### src/rtl/clock_rate_meter_defs.sv
// Shared state encoding and legal-range constants for clock_rate_meter and its synchronizer.
package clock_rate_meter_defs;

  typedef enum logic {
    IDLE    = 1'b0,
    MEASURE = 1'b1
  } meter_state_t;

  localparam int unsigned MIN_TIMEOUT_CYCLES = 32'd2;
  localparam int unsigned MIN_SYNC_STAGES    = 32'd2;

endpackage

### src/rtl/edge_synchronizer.sv
// Multi-flop synchronizer plus history flop for a slow asynchronous input;
// emits a one-cycle pulse on each synchronized rising edge.
module edge_synchronizer
  import clock_rate_meter_defs::*;
#(
  parameter int unsigned SyncStages = 2
) (
  input  logic i_clk,
  input  logic i_rst_n,
  input  logic i_async,
  output logic o_rise
);

  if (SyncStages < MIN_SYNC_STAGES) begin : g_bad_sync_stages
    $error("edge_synchronizer: SyncStages must be at least %0d", MIN_SYNC_STAGES);
  end

  logic [SyncStages-1:0] r_sync;
  logic                  r_hist;

  // Shift the raw input through the synchronizer chain, then into the history flop.
  always_ff @(posedge i_clk or negedge i_rst_n) begin
    if (!i_rst_n) begin
      r_sync <= '0;
      r_hist <= 1'b0;
    end else begin
      r_sync <= {r_sync[SyncStages-2:0], i_async};
      r_hist <= r_sync[SyncStages-1];
    end
  end

  assign o_rise = r_sync[SyncStages-1] & ~r_hist;

endmodule

### src/rtl/clock_rate_meter.sv
// Measures the period of a slow asynchronous clock in local cycles, with stall and overrun flags.
// Optional period_min/period_max tracking is enabled by defining CLOCK_RATE_METER_MINMAX_EN.
module clock_rate_meter
  import clock_rate_meter_defs::*;
#(
  parameter int unsigned Width         = 32,
  parameter int unsigned TimeoutCycles = 32'h01FF_FFFF,
  parameter int unsigned SyncStages    = 2
) (
  input  logic             clock,
  input  logic             reset,
  input  logic             inclock,
  input  logic             clear,
  output logic [Width-1:0] period,
  output logic             period_valid,
  input  logic             period_ready,
  output logic             stalled,
  output logic             overrun
`ifdef CLOCK_RATE_METER_MINMAX_EN
  ,
  output logic [Width-1:0] period_min,
  output logic [Width-1:0] period_max
`endif
);

  if (TimeoutCycles < MIN_TIMEOUT_CYCLES) begin : g_bad_timeout_low
    $error("clock_rate_meter: TimeoutCycles must be at least %0d", MIN_TIMEOUT_CYCLES);
  end
  if ((64'(TimeoutCycles) >> Width) != 64'd0) begin : g_bad_timeout_high
    $error("clock_rate_meter: TimeoutCycles must fit in Width bits");
  end

  localparam logic [Width:0] TIMEOUT_CNT = (Width+1)'(TimeoutCycles);

  meter_state_t     r_state, w_state_nxt;
  logic [Width-1:0] r_cnt, w_cnt_nxt, w_cnt_sat;
  logic [Width:0]   w_cnt_inc;
  logic [Width-1:0] r_period;
  logic             r_valid, r_stalled, r_overrun;
  logic             w_rise, w_new_result, w_stall_set, w_load, w_drop;

  edge_synchronizer #(
    .SyncStages(SyncStages)
  ) u_edge_sync (
    .i_clk  (clock),
    .i_rst_n(reset),
    .i_async(inclock),
    .o_rise (w_rise)
  );

  assign w_cnt_inc = {1'b0, r_cnt} + {{Width{1'b0}}, 1'b1};
  assign w_cnt_sat = w_cnt_inc[Width] ? {Width{1'b1}} : w_cnt_inc[Width-1:0];

  // Measurement state and period counter.
  always_ff @(posedge clock or negedge reset) begin
    if (!reset) begin
      r_state <= IDLE;
      r_cnt   <= '0;
    end else begin
      r_state <= w_state_nxt;
      r_cnt   <= w_cnt_nxt;
    end
  end

  // An edge always takes precedence over a timeout landing in the same cycle.
  always_comb begin
    w_state_nxt  = r_state;
    w_cnt_nxt    = r_cnt;
    w_new_result = 1'b0;
    w_stall_set  = 1'b0;
    case (r_state)
      IDLE: begin
        if (w_rise) begin
          w_state_nxt = MEASURE;
          w_cnt_nxt   = '0;
        end else begin
          w_state_nxt = IDLE;
        end
      end
      MEASURE: begin
        if (w_rise) begin
          w_new_result = 1'b1;
          w_cnt_nxt    = '0;
        end else if (w_cnt_inc == TIMEOUT_CNT) begin
          w_stall_set = 1'b1;
          w_state_nxt = IDLE;
          w_cnt_nxt   = '0;
        end else begin
          w_cnt_nxt = w_cnt_sat;
        end
      end
      default: begin
        w_state_nxt = IDLE;
        w_cnt_nxt   = '0;
      end
    endcase
  end

  assign w_load = w_new_result & (~r_valid | period_ready);
  assign w_drop = w_new_result & r_valid & ~period_ready;

  // Single-entry result buffer plus sticky flags; a set event beats a same-cycle clear.
  always_ff @(posedge clock or negedge reset) begin
    if (!reset) begin
      r_period  <= '0;
      r_valid   <= 1'b0;
      r_stalled <= 1'b0;
      r_overrun <= 1'b0;
    end else begin
      if (w_load) begin
        r_period <= w_cnt_sat;
        r_valid  <= 1'b1;
      end else if (r_valid && period_ready) begin
        r_valid <= 1'b0;
      end
      r_stalled <= w_stall_set | (r_stalled & ~clear);
      r_overrun <= w_drop | (r_overrun & ~clear);
    end
  end

  assign period       = r_period;
  assign period_valid = r_valid;
  assign stalled      = r_stalled;
  assign overrun      = r_overrun;

`ifdef CLOCK_RATE_METER_MINMAX_EN
  logic [Width-1:0] r_min, r_max, w_min_base, w_max_base;

  assign w_min_base = clear ? {Width{1'b1}} : r_min;
  assign w_max_base = clear ? {Width{1'b0}} : r_max;

  // Extremes track every completed result, dropped ones included; clear restarts tracking.
  always_ff @(posedge clock or negedge reset) begin
    if (!reset) begin
      r_min <= {Width{1'b1}};
      r_max <= {Width{1'b0}};
    end else if (w_new_result) begin
      r_min <= (w_cnt_sat < w_min_base) ? w_cnt_sat : w_min_base;
      r_max <= (w_cnt_sat > w_max_base) ? w_cnt_sat : w_max_base;
    end else begin
      r_min <= w_min_base;
      r_max <= w_max_base;
    end
  end

  assign period_min = r_min;
  assign period_max = r_max;
`endif

endmodule

### config.mk
export PLATFORM = sky130hd
export DESIGN_NAME = clock_rate_meter
export DESIGN_NICKNAME = d
export VERILOG_FILES = /design/src/rtl/clock_rate_meter_defs.sv /design/src/rtl/edge_synchronizer.sv /design/src/rtl/clock_rate_meter.sv
export SDC_FILE = /design/constraint.sdc
export NUM_CORES = 1
export LEC_CHECK = 0
export BUFFER_PORTS_ARGS = -buffer_cell sky130_fd_sc_hd__buf_4
export CORE_ASPECT_RATIO = 0.75
export CORE_MARGIN = 2
export CORE_UTILIZATION = 40
export CTS_BUF_LIST = sky130_fd_sc_hd__clkbuf_8
export CTS_CLUSTER_DIAMETER = 80
export DETAILED_ROUTE_END_ITERATION = 12
export PLACE_DENSITY = 0.56
export SYNTH_ARGS = -nofsm -noshare
export SYNTH_HDL_FRONTEND = slang
export SYNTH_SLANG_ARGS = --single-unit
### constraint.sdc
create_clock -name clock -period 5.2 [get_ports clock]
set_clock_uncertainty 0.2 [all_clocks]
set_input_delay 1.04 -clock clock [delete_from_list [all_inputs] [get_ports clock]]
set_output_delay 1.04 -clock clock [all_outputs]
set_load 0.01 [all_outputs]
==> qor.yml <==
sta:
  worstMarginPinSlew_ns: 1.19
  grt_setup_unrepaired: "no"
  fin_ws_ns: 1.57
  fmax_mhz: 276
  hold_viol: 0
  relSlewSlack_pct: 20.2
  fin_crit_sh_pct: 69.8
  min_period_ns: 3.63
  fin_tns_setup_ns: 0
  slew_viol_final: 0
  setup_viol: 0
global_route:
  grt_use_total_pct: 22.2
  grt_pass1_vias: 3327
  antenna_found_initial: 0
  grt_overflow_total: 0
  grt_pass1_wl_microns: 18500
  grt_max_degree: 72
setup_path:
  crit_required_ns: 5.22
  crit_path_frequent_cell: "nor4_4"
  startpoint: "r_cnt[1]$_DFFE_PN0P_"
  slowest_delay_ns: 0.57
  cp.buffers_inverters: 0
  crit_path_start_kind: "register"
  crit_fanout: 15
  path_cells: "ha_1 > nand4_2 > nor4_4 > xor2_1 > nand4_1 > nor4_4 > nand4b_4 > nor2_4 > o22ai_1"
  arrival_ns: 3.65
  critPathTopFamily: "simple AND/OR/NAND/NOR gates"
  regToRegStartpoint: "r_cnt[1]$_DFFE_PN0P_"
  critPathCaptureType: "register"
  critical-path-slowest-cell: "nor4_4"
  crit_type: "reg2reg"
clock_network:
  cts_tree: "done"
  h-tree-depth: 3
  clk-insertion-delay-late_ns: 0.36
  numCtsBuffers: 9
  ctsResizeCount: 0
  clockBufferDepth: 2
  post-cts-setup-buffers: 0
  cts_sinks: 71
  ctsHoldBuffers: 0
  clk_pin_slew_ns: 0.08
  root_buffer: "clkbuf_8"
yosys:
  yosys-top-cells-area: "dfrtp_1 (44%), nor2_1 (4.8%), nand2_1 (4.3%), a31oi_1 (3.6%), xor2_1 (3.3%)"
  synth_edf_count: 0
  ys_ff_latch: 71
  seq_area_frac_synth_pct: 44.4
  synth_fp_nets: 453
  yosysTopAreaCellShare_pct: 44.4
  synth.distinct_cells: 57
  synthMostInstantiatedCell: "dfrtp_1"
  yosys_most_used_dff: "dfrtp_1"
  yosysWarnings: 0
  yosys.area.top_type: "dfrtp_1"
  syn_avg_cell_area_sq_um: 8.96
  syn-cell-area_sq_um: 4000
  synthTopCellsByCount: "dfrtp_1 (71), nor2_1 (51), nand2_1 (46)"
  ys_async_sr_fraction_pct: 100
  syn-instance-count: 446
route:
  initialDrtViolationCount: 234
  vias_per_cell: 5.74
  finalWirelength_microns: 11400
  vias: 3497
  drc: 0
  drt_first_pass_iters: 4
  route.detailed.wl_per_inst_microns: 18.7
  antenna_left: 0
pwr:
  combinationalPowerShare_pct: 17.6
  vdd_drop_max_mv: 0.132
  intPower_mw: 0.954
  seqPwrFrac_pct: 49.2
  p_per_area_nw_per_um2: 295
  power.net_switching_mw: 0.389
  pwr-share-clk_pct: 33.2
  power_mw: 1.34
  p_leak_nw: 1.98
  switching_share_pct: 29.0
final_layout:
  drive_gt1_share_pct: 16.8
  antennaDiodeCount: 0
  fin_nets: 479
  fillers: 953
  synthToLayoutAreaGrowth_pct: 14.0
floorplan:
  die_h_microns: 90.6
  die_x_microns: 119
  num_rows: 31
  dieArea_sq_um: 10800
  fp.coreArea_sq_um: 9700
  start_util_pct: 41.2
  ios: 40
job:
  maxCapViolCount: 0
worst_hold_path:
  hold_class: "reg2reg"
  min_from: "u_edge_sync.r_sync[0]$_DFF_PN0_"
outcome:
  outcome: "finished, final reports clean"
placement:
  dp_hpwl_microns: 7840
  portBuffers: 39
  globalplace.congestion: 0.962
  post-place-ws_ns: 1.63
[sequential cells by signal, summed over array words and instances, names as in the netlist]
signal / flops
r_state: 1
period_valid: 1
period: 32
u_edge_sync.r_hist: 1
r_cnt: 32
u_edge_sync.r_sync: 2
overrun: 1
stalled: 1
[metal layers]
layer	vias up	part of all wire, %	track usage [%]
met3	20	6.0	5.30
met2	108	42	31.5
li1	1664	-	-
met4	0	2.1	7.16
met5	-	0	0
met1	1705	50	33.2
[placed cells by master (no fill, tap or decap), drive strengths merged, types with 3 or more instances in the layout]
cell    synthesis  layout
clkbuf         19      10
nor2           52      52
a31oi          23      23
o211ai          8       8
inv             7       7
xnor2          12      12
nand4          14      14
o22ai           4       4
dfrtp          71      71
nor4           11      11
nand2b          3       3
clkinv          1       4
nand2          47      47
and3           12      12
a211oi          3       3
o31ai           4       4
and4            3       3
nor3            8       8
and2           10      10
buf             9      43
xor2           15      15
o21a            3       3
a21oi          25      25
nand3          18      18
o21ai          37      37
[area by class of cell]
| cell class | count | area (sq um) | area share (%) |
|---|---|---|---|
| Clock buffer | 10 | 138 | 3.02 |
| Clock inverter | 6 | 60.1 | 1.32 |
| Inverter | 8 | 30.0 | 0.659 |
| Multi-Input combinational cell | 339 | 2070 | 45.3 |
| Sequential cell | 71 | 1780 | 39.0 |
| Tap cell | 132 | 165 | 3.62 |
| Timing Repair Buffer | 43 | 323 | 7.08 |
[kinds of logic after synthesis]
group,after synthesis,share of synthesized area (%)
AOI/OAI and AO/OA,122,19.2
DFF,71,44.4
muxes,2,0.501
adders and majority gates,2,0.626
buffers and inverters,36,3.88
and+or+nand+nor,186,25.5
xor gates and xnor gates,27,5.92
[metrics by stage]
stage                     cells  util, %  hold slack (ns)  instance area [sq um]
after floorplan             446        -            0.131                   4000
after global placement      593     45.0            0.133                   4360
after detailed placement    593     45.0            0.136                   4360
after CTS                   609     47.0            0.153                   4560
after global routing        609     47.0            0.164                   4560
final                       609     47.0            0.153                   4560
[final timing paths]
path                                                    to  slack [ns]  cells past startpoint
setup / recovery                      r_cnt[7]$_DFFE_PN0P_        1.57                      9
hold / removal             u_edge_sync.r_sync[1]$_DFF_PN0_        0.15                      0
setup reg to reg                      r_cnt[7]$_DFFE_PN0P_        1.57                      9
hold reg to reg            u_edge_sync.r_sync[1]$_DFF_PN0_        0.15                      0
max in group asynchronous            r_cnt[22]$_DFFE_PN0P_        3.59                      1
min in group asynchronous             r_cnt[3]$_DFFE_PN0P_        0.61                      1
[power by group through the flow]
stage               clock network [mW]  registers [mW]  logic, mW
floorplan                            0           0.687     0.0966
global route                     0.485           0.669      0.262
finish                           0.446           0.661      0.236
detailed placement                   0           0.672      0.239
CTS                              0.456           0.661      0.240
global placement                     0           0.667      0.240
No activity file was read; power rests on OpenSTA's default activity.
